===== config.mk =====
export PLATFORM = sky130hd
export DESIGN_NAME = bitmanip_seq_unit_flat
export DESIGN_NICKNAME = d
export VERILOG_FILES = /design/src/rtl/bitmanip_seq_unit_pkg.sv /design/src/rtl/bitmanip_seq_unit_if.sv /design/src/rtl/bitmanip_seq_unit_clmul_iter_dp.sv /design/src/rtl/bitmanip_seq_unit.sv /design/src/flat_wrapper.sv
export SDC_FILE = /design/constraint.sdc
export NUM_CORES = 1
export LEC_CHECK = 0
export CORE_MARGIN = 8
export CORE_UTILIZATION = 45
export DETAILED_ROUTE_END_ITERATION = 8
export GPL_TIMING_DRIVEN = 0
export HOLD_SLACK_MARGIN = 0.03
export PLACE_DENSITY_LB_ADDON = 0.05
export SLEW_MARGIN = 15
export SYNTH_ARGS = -nofsm -noshare
export SYNTH_HDL_FRONTEND = slang
export SYNTH_SLANG_ARGS = --single-unit

===== constraint.sdc =====
create_clock -name clk -period 4.05 [get_ports clk]
set_clock_uncertainty 0.15 [all_clocks]
set_input_delay 0.405 -clock clk [delete_from_list [all_inputs] [get_ports clk]]
set_output_delay 0.405 -clock clk [all_outputs]
set_load 0.02 [all_outputs]

===== src/rtl/bitmanip_seq_unit_pkg.sv =====
// bitmanip_seq_unit_pkg: op/state types and bit-utility functions for the bit-manipulation unit
//    Exports bmu_op_t, bmu_state_t, gpr_addr_t and the permutation, clmul-select and op-class helpers.
package bitmanip_seq_unit_pkg;

   typedef enum logic [3:0] {
      XPERM8 = 4'd0,
      XPERM4 = 4'd1,
      ZIP    = 4'd2,
      UNZIP  = 4'd3,
      BREV8  = 4'd4,
      REV8   = 4'd5,
      CLMUL  = 4'd6,
      CLMULH = 4'd7,
      CLMULR = 4'd8
   } bmu_op_t;

   typedef enum logic [1:0] {IDLE, CALC, DONE} bmu_state_t;

   typedef logic [4:0] gpr_addr_t;

   // An index of 4 or more selects no byte, so its byte of the result is zero.
   function automatic logic [31:0] xperm8(input logic [31:0] lut, input logic [31:0] idx);
      logic [31:0] r;
      r = '0;
      for (int i = 0; i < 4; i++)
         r[8*i +: 8] = (idx[8*i+2 +: 6] == '0) ? lut[{idx[8*i +: 2], 3'b000} +: 8] : 8'h00;
      return r;
   endfunction

   // An index of 8 or more selects no nibble, so its nibble of the result is zero.
   function automatic logic [31:0] xperm4(input logic [31:0] lut, input logic [31:0] idx);
      logic [31:0] r;
      r = '0;
      for (int i = 0; i < 8; i++)
         r[4*i +: 4] = !idx[4*i+3] ? lut[{idx[4*i +: 3], 2'b00} +: 4] : 4'h0;
      return r;
   endfunction

   function automatic logic [31:0] zip32(input logic [31:0] x);
      logic [31:0] r;
      for (int i = 0; i < 16; i++) begin
         r[2*i]   = x[i];
         r[2*i+1] = x[i+16];
      end
      return r;
   endfunction

   function automatic logic [31:0] unzip32(input logic [31:0] x);
      logic [31:0] r;
      for (int i = 0; i < 16; i++) begin
         r[i]    = x[2*i];
         r[i+16] = x[2*i+1];
      end
      return r;
   endfunction

   function automatic logic [31:0] brev8(input logic [31:0] x);
      logic [31:0] r;
      for (int i = 0; i < 4; i++)
         for (int j = 0; j < 8; j++)
            r[8*i+j] = x[8*i+7-j];
      return r;
   endfunction

   function automatic logic [31:0] rev8(input logic [31:0] x);
      return {x[7:0], x[15:8], x[23:16], x[31:24]};
   endfunction

   function automatic logic is_clmul(input bmu_op_t op);
      return op == CLMUL || op == CLMULH || op == CLMULR;
   endfunction

   // Single-cycle results; clmul ops and undefined codes yield zero here.
   function automatic logic [31:0] perm_result(input bmu_op_t op, input logic [31:0] rs1, input logic [31:0] rs2);
      case (op)
         XPERM8:  return xperm8(rs1, rs2);
         XPERM4:  return xperm4(rs1, rs2);
         ZIP:     return zip32(rs1);
         UNZIP:   return unzip32(rs1);
         BREV8:   return brev8(rs1);
         REV8:    return rev8(rs1);
         default: return '0;
      endcase
   endfunction

   function automatic logic [31:0] clmul_select(input bmu_op_t op, input logic [63:0] acc);
      return op == CLMULH ? acc[63:32] : op == CLMULR ? acc[62:31] : acc[31:0];
   endfunction

endpackage


===== src/rtl/bitmanip_seq_unit_if.sv =====
// bitmanip_seq_unit_if: request/response handshake bundle of the bit-manipulation unit
//    req_valid/req_ready/req_op/req_rs1/req_rs2/req_rd : issue side
//    resp_valid/resp_ready/resp_data/resp_rd           : writeback side
//    master = issuing stage, slave = the unit
interface bitmanip_seq_unit_if;
   import bitmanip_seq_unit_pkg::*;

   logic        req_valid;
   logic        req_ready;
   bmu_op_t     req_op;
   logic [31:0] req_rs1;
   logic [31:0] req_rs2;
   gpr_addr_t   req_rd;
   logic        resp_valid;
   logic        resp_ready;
   logic [31:0] resp_data;
   gpr_addr_t   resp_rd;

   modport master (
      output req_valid, req_op, req_rs1, req_rs2, req_rd, resp_ready,
      input  req_ready, resp_valid, resp_data, resp_rd
   );

   modport slave (
      input  req_valid, req_op, req_rs1, req_rs2, req_rd, resp_ready,
      output req_ready, resp_valid, resp_data, resp_rd
   );

endinterface


===== src/rtl/bitmanip_seq_unit_clmul_iter_dp.sv =====
// clmul_iter_dp: iterative carry-less multiply datapath (accumulator, slice shift/XOR, counter)
//    clk, rst_n : clock, asynchronous active-low reset
//    start      : latch rs1/rs2, clear accumulator and counter
//    en         : consume one BITS-wide slice of rs2 this cycle
//    done       : the slice consumed this cycle is the last one
//    acc        : 64-bit carry-less product accumulator
//    BITMANIP_CLMUL_EARLY_EXIT_EN: done also rises once the remaining rs2 bits are all zero
module clmul_iter_dp #(
   parameter int BITS = 4
) (
   input  logic        clk,
   input  logic        rst_n,
   input  logic        start,
   input  logic        en,
   input  logic [31:0] rs1,
   input  logic [31:0] rs2,
   output logic        done,
   output logic [63:0] acc
);

   localparam int CLMUL_ITERS = 32 / BITS;
   localparam int CW = CLMUL_ITERS > 1 ? $clog2(CLMUL_ITERS) : 1;

   // a_sh tracks rs1 pre-shifted to the current slice base; b has consumed slices shifted out.
   logic [63:0] a_sh;
   logic [31:0] b;
   logic [CW-1:0] cnt;
   logic [63:0] acc_nx;

   always_comb begin
      acc_nx = acc;
      for (int k = 0; k < BITS; k++)
         acc_nx = b[k] ? acc_nx ^ (a_sh << k) : acc_nx;
   end

   always_ff @(posedge clk or negedge rst_n) begin
      if (!rst_n) begin
         acc  <= '0;
         a_sh <= '0;
         b    <= '0;
         cnt  <= '0;
      end else if (start) begin
         acc  <= '0;
         a_sh <= {32'b0, rs1};
         b    <= rs2;
         cnt  <= '0;
      end else if (en) begin
         acc  <= acc_nx;
         a_sh <= a_sh << BITS;
         b    <= b >> BITS;
         cnt  <= cnt + 1'b1;
      end
   end

`ifdef BITMANIP_CLMUL_EARLY_EXIT_EN
   assign done = cnt == CW'(CLMUL_ITERS - 1) || (b >> BITS) == '0;
`else
   assign done = cnt == CW'(CLMUL_ITERS - 1);
`endif

endmodule


===== src/rtl/bitmanip_seq_unit.sv =====
// bitmanip_seq_unit: valid/ready sequenced Zbkb/Zbkx/Zbkc execution unit, one op in flight
//    clk, rst_n : clock, asynchronous active-low reset
//    flush      : kills any in-flight or held op; blocks a same-cycle accept
//    bus        : bitmanip_seq_unit_if.slave request/response handshake
//    busy       : state is not IDLE
//    CLMUL_BITS_PER_CYCLE : rs2 bits consumed per CALC cycle (1, 2, 4, 8, 16, 32)
//    BITMANIP_CLMUL_EARLY_EXIT_EN: clmul leaves CALC once the remaining rs2 bits are zero
module bitmanip_seq_unit
   import bitmanip_seq_unit_pkg::*;
#(
   parameter int CLMUL_BITS_PER_CYCLE = 4
) (
   input  logic                 clk,
   input  logic                 rst_n,
   input  logic                 flush,
   bitmanip_seq_unit_if.slave   bus,
   output logic                 busy
);

   bmu_state_t  state, state_nx;
   bmu_op_t     op_q;
   logic [31:0] data_q;
   gpr_addr_t   rd_q;
   logic        accept;
   logic        dp_done;
   logic [63:0] acc;

   // A draining result frees the unit in the same cycle, allowing back-to-back issue.
   assign bus.req_ready = state == IDLE || (state == DONE && bus.resp_ready);
   assign accept = bus.req_valid && bus.req_ready && !flush;

   always_comb begin
      state_nx = state;
      if (flush)
         state_nx = IDLE;
      else if (accept)
         state_nx = is_clmul(bus.req_op) ? CALC : DONE;
      else if (state == CALC && dp_done)
         state_nx = DONE;
      else if (state == DONE && bus.resp_ready)
         state_nx = IDLE;
   end

   always_ff @(posedge clk or negedge rst_n) begin
      if (!rst_n) begin
         state  <= IDLE;
         op_q   <= XPERM8;
         data_q <= '0;
         rd_q   <= '0;
      end else begin
         state <= state_nx;
         if (accept) begin
            op_q   <= bus.req_op;
            data_q <= perm_result(bus.req_op, bus.req_rs1, bus.req_rs2);
            rd_q   <= bus.req_rd;
         end
      end
   end

   clmul_iter_dp #(.BITS(CLMUL_BITS_PER_CYCLE)) u_dp (
      .clk   (clk),
      .rst_n (rst_n),
      .start (accept && is_clmul(bus.req_op)),
      .en    (state == CALC),
      .rs1   (bus.req_rs1),
      .rs2   (bus.req_rs2),
      .done  (dp_done),
      .acc   (acc)
   );

   // The accumulator is stable outside CALC, so the clmul result is read straight from it.
   assign bus.resp_data  = is_clmul(op_q) ? clmul_select(op_q, acc) : data_q;
   assign bus.resp_rd    = rd_q;
   assign bus.resp_valid = state == DONE;
   assign busy           = state != IDLE;

endmodule

===== src/flat_wrapper.sv =====
// flat-port wrapper written by rule: the top's interface ports become plain ports
module bitmanip_seq_unit_flat import bitmanip_seq_unit_pkg::*;
#(
   parameter int CLMUL_BITS_PER_CYCLE = 4
)
  (clk, rst_n, flush, busy, bus_req_valid, bus_req_op, bus_req_rs1, bus_req_rs2, bus_req_rd, bus_resp_ready, bus_req_ready, bus_resp_valid, bus_resp_data, bus_resp_rd);
  bitmanip_seq_unit_if bus_i ();
  input  logic clk;
  input  logic rst_n;
  input  logic flush;
  output logic busy;
  input wire logic [$bits(bus_i.req_valid)-1:0] bus_req_valid;
  input wire logic [$bits(bus_i.req_op)-1:0] bus_req_op;
  input wire logic [$bits(bus_i.req_rs1)-1:0] bus_req_rs1;
  input wire logic [$bits(bus_i.req_rs2)-1:0] bus_req_rs2;
  input wire logic [$bits(bus_i.req_rd)-1:0] bus_req_rd;
  input wire logic [$bits(bus_i.resp_ready)-1:0] bus_resp_ready;
  output wire logic [$bits(bus_i.req_ready)-1:0] bus_req_ready;
  output wire logic [$bits(bus_i.resp_valid)-1:0] bus_resp_valid;
  output wire logic [$bits(bus_i.resp_data)-1:0] bus_resp_data;
  output wire logic [$bits(bus_i.resp_rd)-1:0] bus_resp_rd;
  assign bus_i.req_valid = bus_req_valid;
  assign bus_i.req_op = bus_req_op;
  assign bus_i.req_rs1 = bus_req_rs1;
  assign bus_i.req_rs2 = bus_req_rs2;
  assign bus_i.req_rd = bus_req_rd;
  assign bus_i.resp_ready = bus_resp_ready;
  assign bus_req_ready = bus_i.req_ready;
  assign bus_resp_valid = bus_i.resp_valid;
  assign bus_resp_data = bus_i.resp_data;
  assign bus_resp_rd = bus_i.resp_rd;
  bitmanip_seq_unit #(.CLMUL_BITS_PER_CYCLE(CLMUL_BITS_PER_CYCLE)) u_core (.clk(clk), .rst_n(rst_n), .flush(flush), .bus(bus_i), .busy(busy));
endmodule

==> flow_metrics.tcl <==
set metrics [dict create \
    fp.dieW_um 205.4 \
    ctsLongestPathBuffers 3 \
    r2r-start "u_core.state[1]" \
    tritoncts "yes" \
    drtAntennaViolNets 0 \
    synth-seq-area-share 0.3192 \
    setup_viol 0 \
    die-area_um2 42210 \
    synthFlopType "dfrtp_1" \
    num-fill-cells 3343 \
    rsz0062_at_grt "false" \
    regArea_um2 5155 \
    avgSynthCellArea_um2 8.637 \
    fin_crit_sh 0.9599 \
    dp_hpwl_um 48150 \
    preCtsSetupSlack_ns 0.08087 \
    reg2reg_depth 7 \
    worstPathRequired_ns 3.49 \
    status "finished, final reports clean" \
    cts_buffers 26 \
    power_w 0.008843 \
    cts_sinks 206 \
    cts_root_buffer "clkbuf_16" \
    syn_inst 1870 \
    worstSetupPathType "reg -> out" \
    synthesis.nets 1950 \
    synth_edf_count 0 \
    clk_pin_slew_ns 0.06 \
    vias_per_cell 6.151 \
    yosysWarnings 0 \
    portBuffers 96 \
    reg2reg_to "u_core.data_q[27]" \
    antenna_found_initial 1 \
    antennaDiodeCount 0 \
    ir_drop_uv 332.8 \
    htreeDepth 1 \
    multiInputGateArea_um2 10070 \
    area_growth_pct 15.67 \
    synth_area_um2 16150 \
    gr-usage-all-layers 0.3064 \
    firstDrtPassIters 5 \
    design_area_um2 18680 \
    crit_top_cell "o21ai_0" \
    ios 118 \
    hold_viol 0 \
    p_leak_nw 7.296 \
    critPathCaptureType "primary output" \
    p_per_area_nw_per_um2 473.3 \
    crit_path_start_kind "register" \
    rrSetupSlack_ns 0.77 \
    fmax_mhz 257.2 \
    cts_setup_buffers 0 \
    start_util 0.4552 \
    crit_path_max_fanout 10 \
    place.gp.congestion 0.9744 \
    synthArstFlopShare 1.000 \
    place_area_um2 17760 \
    rows 69 \
    overflow 0 \
    path_cells "nor4b_1 > clkbuf_4 > clkbuf_2 > nand2_1 > o211ai_1 > o21ai_0 > o21ai_0 > clkdlybuf4s50_1" \
    max_cap_violations 0 \
    setup_slack_ns 0.1625 \
    fin_nets 2077 \
    finalCriticalPeriod_ns 3.888 \
    synth_cell_types 45 \
    drc 0 \
    drive_gt1_frac 0.08486 \
    relSlewSlack 0.2996 \
    crit_arrival_ns 3.33 \
    fin_tns_setup_ns 0 \
    crit_start "u_core.op_q[0]" \
    grt_max_degree 80 \
    drt_iter0_drc 1522 \
    worst_slew_pin_slew_ns 1.043 \
    maxSlewViolCount 0 \
    wire_per_inst_um 26.16 \
    clock_latency_ns 0.56 \
    hold_path.class "in -> async" \
    wl_um 64780 \
    grt_pass1_wl_um 98300 \
    critical-path-slowest-cell "clkdlybuf4s50_1" \
    die_h_um 205.4 \
    grt_pass1_vias 15220 \
    core_area_um2 35480 \
    crit_path_max_incr_delay_ns 0.66 \
    dr_total_vias 15230 \
    synth-seq-cells 206 \
]
synthesized netlist by cell type (all sizes together) (3+ instances only):
library cell	instances	area share
a21o	7	0.0033
nor2	17	0.0041
dfrtp	206	0.32
o211ai	36	0.017
or4	6	0.0028
mux2i	83	0.051
a22oi	67	0.031
o22ai	32	0.012
a211oi	9	0.0042
a21oi	74	0.023
nor2b	4	0.0015
o21ai	141	0.044
or3	68	0.026
nand3b	3	0.0014
nand2b	5	0.0019
nor3	10	0.0031
mux2	4	0.0028
nor4	5	0.0031
inv	68	0.016
o221ai	5	0.0027
buf	31	0.0079
a22o	43	0.023
nand3	4	0.0012
xnor2	185	0.10
nand2	484	0.11
mux4	96	0.13
a221o	5	0.0031
clkbuf	152	0.035
critical path, delay by kind of cell (launching register included):
| family | cells | cell delay (ns) |
|---|---|---|
| AO/OA/AOI/OAI | 3 | 0.65 |
| buffers and inverters | 3 | 1.30 |
| flip-flops | 1 | 0.40 |
| AND/OR/NAND/NOR | 2 | 0.42 |
per-stage QoR:
| step | hold WS (ns) | std cells | util |
|---|---|---|---|
| 6_report | 0.2149 | 2476 | 0.5265 |
| 5_1_grt | 0.2215 | 2476 | 0.5265 |
| 4_1_cts | 0.2125 | 2476 | 0.5263 |
| 3_5_place_dp | 0.2354 | 2429 | 0.5005 |
| 3_3_place_gp | 0.3073 | 2427 | 0.4985 |
| 2_1_floorplan | -0.04059 | 1870 | - |
layer usage:
| metal | wire length (um) | GRT usage |
|---|---|---|
| met3 | 4252 | 0.04219 |
| met1 | 26470 | 0.3975 |
| met4 | 3230 | 0.1453 |
| met2 | 30810 | 0.5015 |
| met5 | 13 | 0 |
area by class of cell:
type	count	share of cell area
multi-input cells	1413	0.5390
flip-flops and latches	206	0.2759
repair buffers	99	0.05519
clock buffers	37	0.04025
plain buffers	183	0.03771
well taps	461	0.03088
inverters	68	0.01366
clock inverters	9	0.007367
timing repair:
action,4_1_cts,5_1_grt
cloned,0,0
setup endpoints to repair,32,6
gates resized for setup,6,2
hold buffers,1,0
hold endpoints to repair,57,0
registers in the layout, summed over array words and instances, names as in the netlist:
signal              flops
u_core.bus.resp_rd      5
u_core.data_q          32
u_core.op_q             4
u_core.state            2
u_core.u_dp.a_sh       64
u_core.u_dp.acc        64
u_core.u_dp.b          32
u_core.u_dp.cnt         3
logic make-up (layout without fill, tap and decap cells):
kind of cell,after synthesis,count (layout),synth area share
flip-flops,206,206,0.3192
AND/OR/NAND/NOR,615,615,0.1624
XOR/XNOR,187,187,0.1014
AO/OA/AOI/OAI,426,426,0.1683
adder cells (fa/ha/maj),2,2,0.001549
multiplexers,183,183,0.1881
buffers and inverters,251,396,0.05903
power by group:
group	switching [W]	internal (W)	total, W
Sequential	0.000560	0.00257	0.00313
Combinational	0.00197	0.00128	0.00325
Clock	0.000980	0.00148	0.00246
worst max-delay path by stage:
stage / end / slack (ns)
floorplan: u_core.u_dp.a_sh[39] / 1.53
global placement: u_core.bus.resp_rd[1] / -6.88
detailed placement: bus_resp_data[23] / 0.08
CTS: bus_resp_data[24] / 0.01
global route: bus_resp_data[24] / 0.03
finish: bus_resp_data[24] / 0.16
cells in the final DEF (no fill, tap or decap), drive strengths merged, types with 6 or more instances in the layout:
cell and count:
a211oi 9, a21o 7, a21oi 74, a22o 43
a22oi 67, buf 34, clkbuf 189, clkdlybuf4s50 95
dfrtp 206, inv 69, mux2i 83, mux4 96
nand2 484, nor2 17, nor3 10, o211ai 36
o21ai 141, o22ai 32, or3 68, or4 6
xnor2 185
No activity file was read; power rests on OpenSTA's default activity.
